<file path="src/rtl/buck_gate_ctrl.sv">
// Dead-time-protected buck gate controller with diode emulation and
// cycle-by-cycle overcurrent protection, driven from the plant current sample.
module buck_gate_ctrl #(
   parameter int CNT_W = 16,
   parameter int DT_W  = 8,
   parameter int I_W   = 18
) (
   input  logic                  clk,
   input  logic                  rst,
   input  logic                  en,
   input  logic [CNT_W-1:0]      period,
   input  logic [CNT_W-1:0]      duty,
   input  logic [DT_W-1:0]       dead_time,
   input  logic signed [I_W-1:0] i_ind,
   input  logic signed [I_W-1:0] ls_thresh,
   input  logic signed [I_W-1:0] ocp_thresh,
   output logic                  hs,
   output logic                  ls,
   output logic                  ls_en,
   output logic                  cycle_start,
   output logic                  ocp_trip
);

   typedef enum logic [2:0] {IDLE, DT_RISE, HS_ON, DT_FALL, LS_ON, DIODE} state_t;

   state_t           state_q, state_d;
   state_t           low_st, start_st;
   logic [CNT_W-1:0] cnt_q, cnt_d, cnt_nxt;
   logic [CNT_W-1:0] p_q, p_d, d_q, d_d;
   logic [CNT_W-1:0] p_in, d_in, t_ext;
   logic [DT_W-1:0]  t_q, t_d, dtc_q, dtc_d;
   logic             trip_q, trip_d;
   logic             ocp_q, ls_en_q;
   logic             hs_q, ls_q, cs_q;

   always_comb begin
      p_in     = (period < CNT_W'(2)) ? CNT_W'(2) : period;
      d_in     = (duty > p_in) ? p_in : duty;
      cnt_nxt  = cnt_q + CNT_W'(1);
      t_ext    = CNT_W'(t_q);
      low_st   = ls_en_q ? LS_ON : DIODE;
      // Start-of-period state is derived from the values being loaded now.
      if (dead_time != '0)
         start_st = DT_RISE;
      else if (d_in != '0)
         start_st = HS_ON;
      else
         start_st = low_st;
   end

   always_comb begin
      state_d = state_q;
      cnt_d   = cnt_nxt;
      p_d     = p_q;
      d_d     = d_q;
      t_d     = t_q;
      dtc_d   = dtc_q;
      trip_d  = trip_q;
      if (!en) begin
         state_d = IDLE;
         cnt_d   = '0;
         dtc_d   = '0;
         trip_d  = 1'b0;
      end else if (state_q == IDLE || cnt_q == p_q - CNT_W'(1)) begin
         // Wrap (or start-up) overrides every other transition.
         state_d = start_st;
         cnt_d   = '0;
         p_d     = p_in;
         d_d     = d_in;
         t_d     = dead_time;
         dtc_d   = '0;
         trip_d  = 1'b0;
      end else begin
         case (state_q)
            DT_RISE: begin
               if (cnt_nxt == t_ext) begin
                  state_d = (d_q > t_ext) ? HS_ON : DT_FALL;
                  dtc_d   = DT_W'(1);
               end
            end
            HS_ON: begin
               if (ocp_q || cnt_nxt == d_q) begin
                  if (ocp_q)
                     trip_d = 1'b1;
                  if (t_q != '0) begin
                     state_d = DT_FALL;
                     dtc_d   = DT_W'(1);
                  end else begin
                     state_d = low_st;
                  end
               end
            end
            DT_FALL: begin
               if (dtc_q >= t_q)
                  state_d = low_st;
               else
                  dtc_d = dtc_q + DT_W'(1);
            end
            LS_ON: begin
               if (!ls_en_q)
                  state_d = DIODE;
            end
            default: ;
         endcase
      end
   end

   always_ff @(posedge clk) begin
      if (rst) begin
         state_q <= IDLE;
         cnt_q   <= '0;
         p_q     <= CNT_W'(2);
         d_q     <= '0;
         t_q     <= '0;
         dtc_q   <= '0;
         trip_q  <= 1'b0;
         ocp_q   <= 1'b0;
         ls_en_q <= 1'b0;
         hs_q    <= 1'b0;
         ls_q    <= 1'b0;
         cs_q    <= 1'b0;
      end else begin
         state_q <= state_d;
         cnt_q   <= cnt_d;
         p_q     <= p_d;
         d_q     <= d_d;
         t_q     <= t_d;
         dtc_q   <= dtc_d;
         trip_q  <= trip_d;
         ocp_q   <= (i_ind >= ocp_thresh);
         ls_en_q <= (i_ind > ls_thresh);
         hs_q    <= (state_d == HS_ON);
         ls_q    <= (state_d == LS_ON);
         cs_q    <= (state_d != IDLE) && (cnt_d == '0);
      end
   end

   assign hs          = hs_q;
   assign ls          = ls_q;
   assign ls_en       = ls_en_q;
   assign cycle_start = cs_q;
   assign ocp_trip    = trip_q;

endmodule

</file>
<file path="config.mk">
export PLATFORM = sky130hd
export DESIGN_NAME = buck_gate_ctrl
export DESIGN_NICKNAME = d
export VERILOG_FILES = /design/src/rtl/buck_gate_ctrl.sv
export SDC_FILE = /design/constraint.sdc
export NUM_CORES = 1
export LEC_CHECK = 0
export CAP_MARGIN = 20
export CORE_MARGIN = 2
export CORE_UTILIZATION = 53
export DETAILED_ROUTE_END_ITERATION = 8
export PLACE_DENSITY = 0.79
export SLEW_MARGIN = 20
export SYNTH_ARGS = -nofsm -noshare
export SYNTH_HDL_FRONTEND = slang
export SYNTH_SLANG_ARGS = --single-unit
</file>
<file path="constraint.sdc">
create_clock -name clk -period 5.64 [get_ports clk]
set_clock_uncertainty 0.1 [all_clocks]
set_input_delay 0.846 -clock clk [delete_from_list [all_inputs] [get_ports clk]]
set_output_delay 0.846 -clock clk [all_outputs]
set_load 0.005 [all_outputs]
</file>
==> impl_metrics.csv <==
group,metric,value,unit
min_path,hold_depth,2,
timing,slew_violations,0,
cts,post_cts_buffers,0,
logic_synthesis,yosysMostFrequentCell,"inv_1",
logic_synthesis,synth_area_leader_cell,"dfxtp_1",
place,dp_hpwl,14520,um
worst_setup_path,critPathLaunchType,"flop",
cts,cts_root_buffer,"clkbuf_16",
floorplan,dieArea,0.01308,mm^2
logic_synthesis,synth.distinct_cells,75,
cts,cts-htree-levels,3,
logic_synthesis,yosys.area.top_type_share,0.2263,
global_routing,grt_pass1_wl,30420,um
worst_setup_path,cp_data_arrival_time,4.40,ns
logic_synthesis,syn_area_per_cell,8.321,um^2
worst_setup_path,path_class,"reg -> reg",
logic_synthesis,ys_seq_area_frac,0.2263,
timing,tightest_slew,1.056,ns
drt,drt_wl_total,18450,um
floorplan,start_util,0.5399,
place,gp_congestion,0.9083,
timing,rsz0062_at_grt,"no",
drt,route.vias.total,6159,
finish,antennaDiodeCount,0,
drt,drtIter0Drc,426,
drt,wl_per_cell,18.33,um
logic_synthesis,synth_edf_count,0,
worst_setup_path,critPathMaxFanout,11,
floorplan,core_area,0.01196,mm^2
power,vdd_drop_max,0.0001822,V
worst_setup_path,r2r_start,"cnt_q[0]",
cts,cts_tree,"yes",
logic_synthesis,synth_area,0.006457,mm^2
worst_setup_path,path_cells,"ha_1 > and4_1 > and2_1 > xor3_1 > a221oi_1 > o2111ai_1 > nor4_1 > a21oi_1 > nor3_1 > nor4b_2",
worst_setup_path,r2r-end,"ls",
cts,cts.clk_slew.worst_paths,0.06,ns
worst_setup_path,cp_slowest_cell,"dfxtp_1",
worst_setup_path,rrSetupSlack,1.39,ns
logic_synthesis,syn_inst,776,
finish,utilization,0.6486,
power,power_density,211.0,mW/mm^2
place,io_buffers,101,
global_routing,antenna_found_initial,0,
cts,clkSinkCount,73,
logic_synthesis,synth_seq_cells,73,
drt,avgViaCountPerCell,6.116,
cts,cts.hold.buffers_added,0,
cts,cts_buffer_depth,2,
finish,final_nets,1023,
min_path,hp-class,"reg -> reg",
timing,fmax,0.2351,GHz
floorplan,rows,40,
finish,layout-drive-gt1-share,0.07326,
worst_setup_path,cp.required,5.78,ns
global_routing,grt-ovfl-total,0,
worst_setup_path,cpPeakStageDelay,0.68,ns
timing,finalCritPeriodShare,0.7541,
timing,finalHoldViolations,0,
logic_synthesis,synth-main-ff-cell,"dfxtp_1",
timing,setup_violations,0,
floorplan,ioPinCount,102,
global_routing,grt_max_degree,49,
timing,finalSetupTns,0,ns
global_routing,grt_pass1_vias,6186,
logic_synthesis,synth_area_leaders,"dfxtp_1 (23%), ha_1 (14%), mux2i_1 (6.2%)",
timing,period_minus_slack,4.253,ns
logic_synthesis,yosys-top-cells-count,"inv_1 (75), dfxtp_1 (73), ha_1 (71)",
worst_setup_path,critPathLaunch,"cnt_q[0]",
finish,syn2layout_area_growth,20.15,%
logic_synthesis,yosys_warnings,0,
drt,firstDrtPassIters,5,
drt,antenna_left,0,
worst_setup_path,r2r_cells,10,
logic_synthesis,syn_nets,944,
drt,drc,0,
power,power_leakage,3.132,nW
logic_synthesis,synthArstFlopShare,0,
cts,insertion_delay,0.34,ns
floorplan,die_w,114.4,um
cts,cts-resized-gates,0,
run_status,status,"complete, no violations",
worst_setup_path,cp-end-kind,"flop",
floorplan,die_y,114.4,um
global_routing,gr-usage-all-layers,0.2893,
cts,cts_inserted_buffers,9,
timing,slew_headroom,0.2958,
worst_setup_path,cp-endpoint,"ls",
flow_run,drv_cap,0,
through the flow:
stage | std cells | setup slack, ns | instance area (um^2) | hold WS [ns] | power, mW
floorplan | 776 | 1.973 | 6457 | 0.3604 | 0.8597
global placement | 991 | 1.577 | 7431 | 0.3736 | 0.9920
finish | 1007 | 1.387 | 7759 | 0.3950 | 1.637
detailed placement | 991 | 1.456 | 7431 | 0.3629 | 1.010
CTS | 1007 | 1.493 | 7759 | 0.3916 | 1.641
global route | 1007 | 1.167 | 7759 | 0.4196 | 1.709
metal layers:
metal  wire length [um]  share of wire  GRT usage  vias up
met3               1265          0.069    0.04606       48
li1                   -              -          -     2965
met1               7729           0.42     0.3638     2878
met4                465          0.025    0.08455        0
met5                  0              0          0        -
met2               8994           0.49     0.5089      268
worst min-delay path by stage:
| stage | end | startpoint | slack [ns] |
|---|---|---|---|
| after floorplan | t_q[3] | t_q[3] | 0.36 |
| after global placement | ocp_trip | ocp_trip | 0.37 |
| after detailed placement | ocp_trip | ocp_trip | 0.36 |
| after CTS | ocp_trip | ocp_trip | 0.39 |
| after global routing | dtc_q[7] | dtc_q[7] | 0.42 |
| final | ocp_trip | ocp_trip | 0.40 |
kinds of logic after synthesis:
family | count (synthesis) | share of synthesized area
adders and majority gates | 71 | 0.1376
DFF | 73 | 0.2263
muxes | 40 | 0.06200
and+or+nand+nor | 268 | 0.2343
AOI/OAI and AO/OA | 162 | 0.1835
buffers and inverters | 110 | 0.08138
xor gates and xnor gates | 52 | 0.07498
area by class of cell:
class | instances | area, um^2
Clock buffer | 9 | 225.2
Inverter | 75 | 281.5
Timing Repair Buffer | 103 | 1033
Fill cell | 998 | 4203
Sequential cell | 73 | 1461
Clock inverter | 7 | 102.6
Tap cell | 147 | 183.9
Multi-Input combinational cell | 593 | 4471
where the power goes:
group	total (mW)	internal, mW	switching (mW)
Sequential	0.589	0.543	0.0461
Clock	0.632	0.392	0.240
Combinational	0.416	0.211	0.205
flip-flops by register name, indices dropped and copies added (netlist names):
name and flops:
ocp_trip 1, dtc_q 8, ls 1, ocp_q 1, t_q 8, cnt_q 16, cycle_start 1, d_q 16
hs 1, state_q 3, p_q 16, ls_en 1
critical path: cells and delay by family, from the launching register on:
| kind | cells | cell delay, ns |
|---|---|---|
| AOI/OAI and AO/OA | 3 | 0.67 |
| and+or+nand+nor | 5 | 2.09 |
| DFF | 1 | 0.68 |
| adders and majority gates | 1 | 0.36 |
| xor gates and xnor gates | 1 | 0.24 |
layout by cell type (no fill, tap or decap), drive strengths merged, types with 11 or more instances in the layout:
cell type      instances
nor4                  20
a211oi                19
nor3                  14
dfxtp                 73
o21ai                 37
nand4                 20
nand2                 35
ha                    71
mux2i                 40
nor2b                 18
xnor2                 39
inv                   77
nand3                 19
clkdlybuf4s50        100
nor2                  81
a21oi                 36
xor2                  11
Note: power is estimated with default switching activity, not from simulation.
